### src/rtl/crc_frame_tx.sv
// crc_frame_tx: buffers a 1..MAX_BYTES byte payload, then sends start strobe, payload bits and CRC-16 MSB-first
// Ports: clock/reset (sync, active high); go+len start a frame from IDLE; din/din_valid/din_ready load payload bytes;
//        tx_start/tx_data serial output; busy outside IDLE; done pulses after the last CRC bit; crc holds the last frame CRC
module crc_frame_tx #(
  parameter int MAX_BYTES = 16,
  parameter logic [15:0] POLY = 16'h8005,
  parameter logic [15:0] INIT = 16'h0000,
  localparam int LW = $clog2(MAX_BYTES + 1)
) (
  input  logic          clock,
  input  logic          reset,
  input  logic          go,
  input  logic [LW-1:0] len,
  input  logic [7:0]    din,
  input  logic          din_valid,
  output logic          din_ready,
  output logic          tx_start,
  output logic          tx_data,
  output logic          busy,
  output logic          done,
  output logic [15:0]   crc
);
  localparam int AW = MAX_BYTES > 1 ? $clog2(MAX_BYTES) : 1;
  typedef enum logic [2:0] {IDLE, LOAD, START, PAYLOAD, CRCOUT, DONE} state_t;
  state_t state;
  logic [7:0] mem [MAX_BYTES];
  logic [LW-1:0] len_r, cnt, nxt;
  logic [2:0] bit_idx;
  logic [3:0] crc_cnt;
  logic [15:0] crc_reg, crc_next;
  logic next_bit, last_bit;
  // cnt is the load count in LOAD and the byte index while serialising
  always_comb begin
    nxt = cnt + 1'b1;
    last_bit = nxt == len_r && bit_idx == 3'd7;
    next_bit = bit_idx == 3'd7 ? mem[nxt[AW-1:0]][7] : mem[cnt[AW-1:0]][3'(3'd6 - bit_idx)];
    crc_next = {crc_reg[14:0], 1'b0} ^ ((crc_reg[15] ^ tx_data) ? POLY : 16'h0000);
  end
  always_ff @(posedge clock)
    if (state == LOAD && din_valid) mem[cnt[AW-1:0]] <= din;
  // tx_data is registered one step ahead so it already holds the bit of the current cycle,
  // which is also the bit folded into the CRC at the end of that cycle
  always_ff @(posedge clock) begin
    if (reset) begin
      state <= IDLE;
      len_r <= '0;
      cnt <= '0;
      bit_idx <= '0;
      crc_cnt <= '0;
      crc_reg <= '0;
      crc <= '0;
      din_ready <= 1'b0;
      tx_start <= 1'b0;
      tx_data <= 1'b0;
      busy <= 1'b0;
      done <= 1'b0;
    end else begin
      tx_start <= 1'b0;
      done <= 1'b0;
      case (state)
        IDLE: if (go && len != '0 && len <= LW'(MAX_BYTES)) begin
          len_r <= len;
          cnt <= '0;
          crc_reg <= INIT;
          crc <= '0;
          state <= LOAD;
          din_ready <= 1'b1;
          busy <= 1'b1;
        end
        LOAD: if (din_valid) begin
          cnt <= nxt;
          if (nxt == len_r) begin
            state <= START;
            din_ready <= 1'b0;
            tx_start <= 1'b1;
          end
        end
        START: begin
          state <= PAYLOAD;
          cnt <= '0;
          bit_idx <= '0;
          tx_data <= mem[AW'(0)][7];
        end
        PAYLOAD: begin
          crc_reg <= crc_next;
          if (last_bit) begin
            crc <= crc_next;
            crc_cnt <= '0;
            tx_data <= crc_next[15];
            state <= CRCOUT;
          end else begin
            bit_idx <= bit_idx + 1'b1;
            if (bit_idx == 3'd7) cnt <= nxt;
            tx_data <= next_bit;
          end
        end
        CRCOUT: if (crc_cnt == 4'd15) begin
          state <= DONE;
          done <= 1'b1;
          tx_data <= 1'b0;
        end else begin
          crc_cnt <= crc_cnt + 1'b1;
          tx_data <= crc[4'(4'd14 - crc_cnt)];
        end
        DONE: begin
          state <= IDLE;
          busy <= 1'b0;
        end
        default: state <= IDLE;
      endcase
    end
  end
endmodule

### config.mk
export PLATFORM = sky130hd
export DESIGN_NAME = crc_frame_tx
export DESIGN_NICKNAME = d
export VERILOG_FILES = /design/src/rtl/crc_frame_tx.sv
export SDC_FILE = /design/constraint.sdc
export NUM_CORES = 1
export LEC_CHECK = 0
export CORE_ASPECT_RATIO = 1.75
export CORE_UTILIZATION = 60
export DETAILED_ROUTE_END_ITERATION = 7
export PLACE_DENSITY = 0.83
export SLEW_MARGIN = 10
export SYNTH_ARGS = -nofsm -noshare
export SYNTH_HDL_FRONTEND = slang
export SYNTH_SLANG_ARGS = --single-unit
### constraint.sdc
create_clock -name clock -period 2.9 [get_ports clock]
set_input_delay 0.58 -clock clock [delete_from_list [all_inputs] [get_ports clock]]
set_output_delay 0.58 -clock clock [all_outputs]
set_load 0.05 [all_outputs]
# [After elaboration in Yosys (flattened, before gate mapping)]
# Memories as Yosys holds them, arrays and structs flattened. A register that Yosys moved wholly into a read port is not among the register bits.
# Index checks and enable logic that the tools add are counted.
[totals] register_bits=57 mem_count=1 in_bits=17 ram_bits=128
[classes] n_reduce_logical=24 bitwise_logic=5 n_eq_ne=16 n_addsub=5 n_mux=40 n_lt_le_gt_ge=3
[memory_table] memory="mem" depth=16 word_bits=8 rd=3 rd_clocked_by_memory_dff=1 write_ports=1 line_no="26" source="logic [7:0] mem [MAX_BYTES];"
[op_table] op="one-hot mux 16 bit (2 select lines)" count=2
[op_table] op="2-to-1 mux 16 bit" count=3
[op_table] op="2-to-1 mux 5 bit" count=4
[op_table] op="one-hot mux 5 bit (4 select lines)" count=1
[op_table] op="2-to-1 mux 3 bit" count=6
[op_table] op="2-to-1 mux 4 bit" count=4
[op_table] op="inequality test 2 bit (second input constant)" count=8
[op_table] op="XOR 16 bit" count=1
[op_table] op="one-hot mux 3 bit (5 select lines)" count=1
[op_table] op="2-to-1 mux 1 bit" count=12
[op_table] op="AND reduction 5 bit" count=2
[op_table] op="nonzero test 2 bit" count=5
[op_table] op="== test 3 bit (second input constant)" count=3
[op_table] op="one-hot mux 4 bit (2 select lines)" count=1
[op_table] op="AND reduction 2 bit" count=4
[op_table] op="== test 3 x 2 -> 1 bit (second input constant)" count=2
[op_table] op="one-hot mux 3 bit (2 select lines)" count=1
[op_table] op="AND reduction 3 bit" count=2
[op_table] op="adder 5 x 1 -> 5 bit (second input constant)" count=1
[op_table] op="== test 5 bit" count=1
[op_table] op="<= comparator 5 bit (second input constant)" count=1
[op_table] op="less-than comparator 4 x 5 -> 1 bit (second input constant)" count=1
[op_table] op="nonzero test 5 bit" count=1
[op_table] op="adder 4 x 1 -> 4 bit (second input constant)" count=1
[op_table] op="19 further kinds" count=25

# [Depth between registers and ports, before layout]
[logic_depth] word_depth=7 mapped_depth=12 ltp_nobuf=9

# [Least setup slack after synthesis]
# OpenSTA, ideal clock, no wires.
[synth_timing] path_type="reg-to-reg" from="register cnt[0]" to="register cnt[2]" stages_incl_launch_ff=11 arrival_time_ns=2.309 path_slack_ns=0.521 period_less_slack_ns=2.379 n_path_buf=1 path_cell_list="dfxtp_1 buf_6 inv_1 ha_1 xnor2_1 nand3b_1 mux2i_1 o211a_1 a221o_1 or4_1 a21oi_1"
[synth_between] elab_chain_len=5 elab_cells_between_ends=9
[synth_lines] item="start, declared" line_no="27" source="logic [LW-1:0] len_r, cnt, nxt;"
[synth_lines] item="start signal, assigned" line_no="71" source="cnt <= nxt;"
[synth_lines] item="start signal, assigned" line_no="93" source="if (bit_idx == 3'd7) cnt <= nxt;"
[synth_lines] item="adder 5 x 1 -> 5 bit *" line_no="34" source="nxt = cnt + 1'b1;"
[synth_lines] item="== test 5 bit" line_no="35" source="last_bit = nxt == len_r && bit_idx == 3'd7;"
[synth_lines] item="logical AND 1 bit" line_no="35"
[synth_lines] item="inequality test 2 bit (no line)"
[synth_lines] item="AND reduction 5 bit (no line)"
# Every way passes the cells marked *; elsewhere a longest branch is shown, timed or not. The select of a mux whose other input is x is not followed.
# A chain may end at the register's enable or synchronous reset.

==> results.yml <==
run_status:
  run_status: "finished, final reports clean"
sta:
  worstMarginPinSlew_ns: 0.933
  rsz0062_at_grt: "false"
  fmax_mhz: 381
  final-hold-violation-count: 0
  relSlewSlack: 0.375
  timing.final.crit_period_ns: 2.63
  report.final.slew_viol_count: 0
  skew_ns: 0.00790
  fin_crit_sh: 0.905
  tns_ns: 0
  postLayoutSetupSlackWorst_ns: 0.275
  setup_viol: 0
worst_setup_path:
  cp.depth: 9
  slowest_delay_ns: 0.47
  cp_cell_sequence: "clkdlybuf4s50_1 -> nor4_1 -> xnor2_1 -> nand2_1 -> a21o_1 -> a221o_1 -> buf_4 -> o21ai_0 -> a21oi_1"
  r2r_setup_slack_ns: 0.28
  cp_max_fo: 5
  crit_type: "in -> reg"
  end_kind: "register"
  slowest_stage: "nor4_1"
  startpoint_type: "primary input"
  reg2reg_depth: 8
  path_buf_inv: 2
  cp_top_family: "compound AO/OA/AOI/OAI gates"
  regToRegStartpoint: "cnt[2]"
  cp.required_ns: 3.21
  crit_arrival_ns: 2.94
cells_and_area:
  multi_input_comb_area_um2: 2630
  drive_gt1_frac: 0.137
  antennaDiodeCount: 0
  fillers: 843
  final_nets: 661
  finalNonFillerCells: 821
  syn_to_final_growth_pct: 16.6
  largest_reg_flops: 128
  regArea_um2: 5070
global_routing:
  grt_use_total: 0.279
  grt_first_pass_wirelength_mm: 27.5
  grt_pass1_vias: 5270
  grt_start_max_net_pins: 49
  gr-total-overflow: 0
  antenna_found_initial: 0
power:
  peakVddDrop_mv: 0.482
  power_density_nw_per_um2: 599
  p_leak_nw: 3.00
worst_hold_path:
  holdCritPathClass: "reg -> reg"
  min-delay-start: "crc_reg[8]"
  min_to: "crc_reg[9]"
  holdPathStages: 2
synthesis:
  synth_cell_types: 55
  synth_nets: 603
  ys_ff_latch: 189
  synthArstFlopShare: 0
  synthesis.area_um2: 7890
  ys.flop_type: "edfxtp_1"
  yosysTopAreaCellShare: 0.487
  synth.area.mux_share: 0.125
  synth_area_leaders: "edfxtp_1 49%, dfxtp_1 15%, mux2i_1 6.9%"
  ys_seq_area_frac: 0.642
  synth_edf_count: 128
  synth_top_family_by_area: "multiplexers"
  synth-xor-area-share: 0.0133
  yosys_warnings: 0
  synth_area_leader_cell: "edfxtp_1"
  synthCells: 579
  synth_adder_area_share: 0.0111
  synth_compound_area_frac: 0.0989
  synth_simple_gate_area_frac: 0.0854
  syn_avg_cell_area_um2: 13.6
clock_tree:
  insertion_delay_ns: 0.43
  clockBufferDepth: 2
  clockRootBuffer: "clkbuf_16"
  cts_tree: "done"
  ctsHoldBuffers: 0
  cts_setup_buffers: 0
  cts.sinks: 189
  cts_resized: 0
  htree_num_levels: 4
  cts.clk_slew.worst_paths_ns: 0.07
  numCtsBuffers: 17
detailed_routing:
  first_iter_violations: 410
  routed_via_density: 6.28
  ant_nets: 0
  wire_per_inst_um: 21.4
  vias: 5153
  routed_wl_mm: 17.6
  drt_pre_antenna_iters: 7
  drc_errors: 0
floorplan:
  initial_utilization: 0.613
  num_rows: 55
  num_io_pins: 38
  die_y_um: 154
  chipWidth_um: 88.7
  die_area_um2: 13600
  core_um2: 12900
placement:
  dp_hpwl_mm: 12.2
  gp_congestion: 0.862
  dpl.cell_count: 789
  portBuffers: 37
  place_ws_ns: -0.0982
job:
  maxCapViolCount: 0
per-stage QoR:
stage	total power [W]	util	instance area, um2	hold slack, ns
after global routing	0.00564	0.715	9200	0.491
after detailed placement	0.00318	0.666	8560	0.470
final	0.00551	0.715	9200	0.476
after floorplan	0.00308	-	7890	0.444
after CTS	0.00552	0.714	9190	0.475
after global placement	0.00317	0.666	8560	0.453
report_power, final:
group	leakage [nW]	internal [W]	switching, W
sequential	1.64	0.00289	0.0000132
combinational	1.05	0.0000856	0.000138
clock	0.308	0.00132	0.00107
total	3.00	0.00429	0.00122
worst max path at each step:
stage / from / slack, ns / end
floorplan: cnt[0] / 0.52 / cnt[2]
global placement: len[0] / -0.0005 / crc[13]
detailed placement: len[0] / -0.1 / cnt[2]
CTS: cnt[1] / 0.22 / crc[11]
global route: cnt[1] / 0.03 / crc[6]
finish: len[0] / 0.27 / register
metal layers:
metal | wire (um) | part of all wire | vias to the layer above | global-route usage
li1 | - | - | 2341 | -
met1 | 5990 | 0.34 | 2517 | 0.282
met2 | 9710 | 0.55 | 222 | 0.502
met3 | 892 | 0.051 | 73 | 0.0521
met4 | 1020 | 0.058 | 0 | 0.184
met5 | 0 | 0 | - | 0
synth_stat cells, drive strengths merged (8+ instances only):
library cell,n
mux2i,54
edfxtp,128
nor3,8
a22oi,10
nor2,45
a22o,22
dfxtp,61
clkbuf,18
mux4,19
a21oi,39
nand3,23
buf,12
nand2,46
a221oi,9
cell usage in the layout (no fill, tap or decap), types with 7 or more instances in the layout:
| master | n |
|---|---|
| clkbuf_16 | 20 |
| nor3_1 | 8 |
| nand3_1 | 23 |
| buf_4 | 31 |
| a21oi_1 | 39 |
| mux2i_1 | 54 |
| a22o_1 | 22 |
| mux4_2 | 18 |
| ha_1 | 7 |
| edfxtp_1 | 128 |
| a221oi_1 | 9 |
| inv_1 | 7 |
| a22oi_1 | 10 |
| nor2_1 | 44 |
| dfxtp_1 | 60 |
| xor2_1 | 7 |
| nand2_1 | 45 |
| clkdlybuf4s50_1 | 37 |
worst min-delay path, cell delays in order, from the launching register on:
cell     delay, ns
dfxtp_1       0.33
nand2_1       0.06
a21oi_1       0.05
area by class of cell:
| type | instances | share of cell area |
|---|---|---|
| inverter | 8 | 0.00326 |
| timing repair buffer | 69 | 0.0677 |
| tap | 171 | 0.0233 |
| sequential | 189 | 0.551 |
| multi-input combinational | 352 | 0.286 |
| clock buffer | 22 | 0.0563 |
| clock inverter | 10 | 0.0120 |
cell families (layout without fill, tap and decap cells):
family                     Yosys count  count (layout)
xor gates and xnor gates            12              12
buffers and inverters               38             109
AOI/OAI and AO/OA                  111             111
and+or+nand+nor                    148             148
DFF                                189             189
adders and majority gates            7               7
muxes                               74              74
No activity file was read; power rests on OpenSTA's default activity.
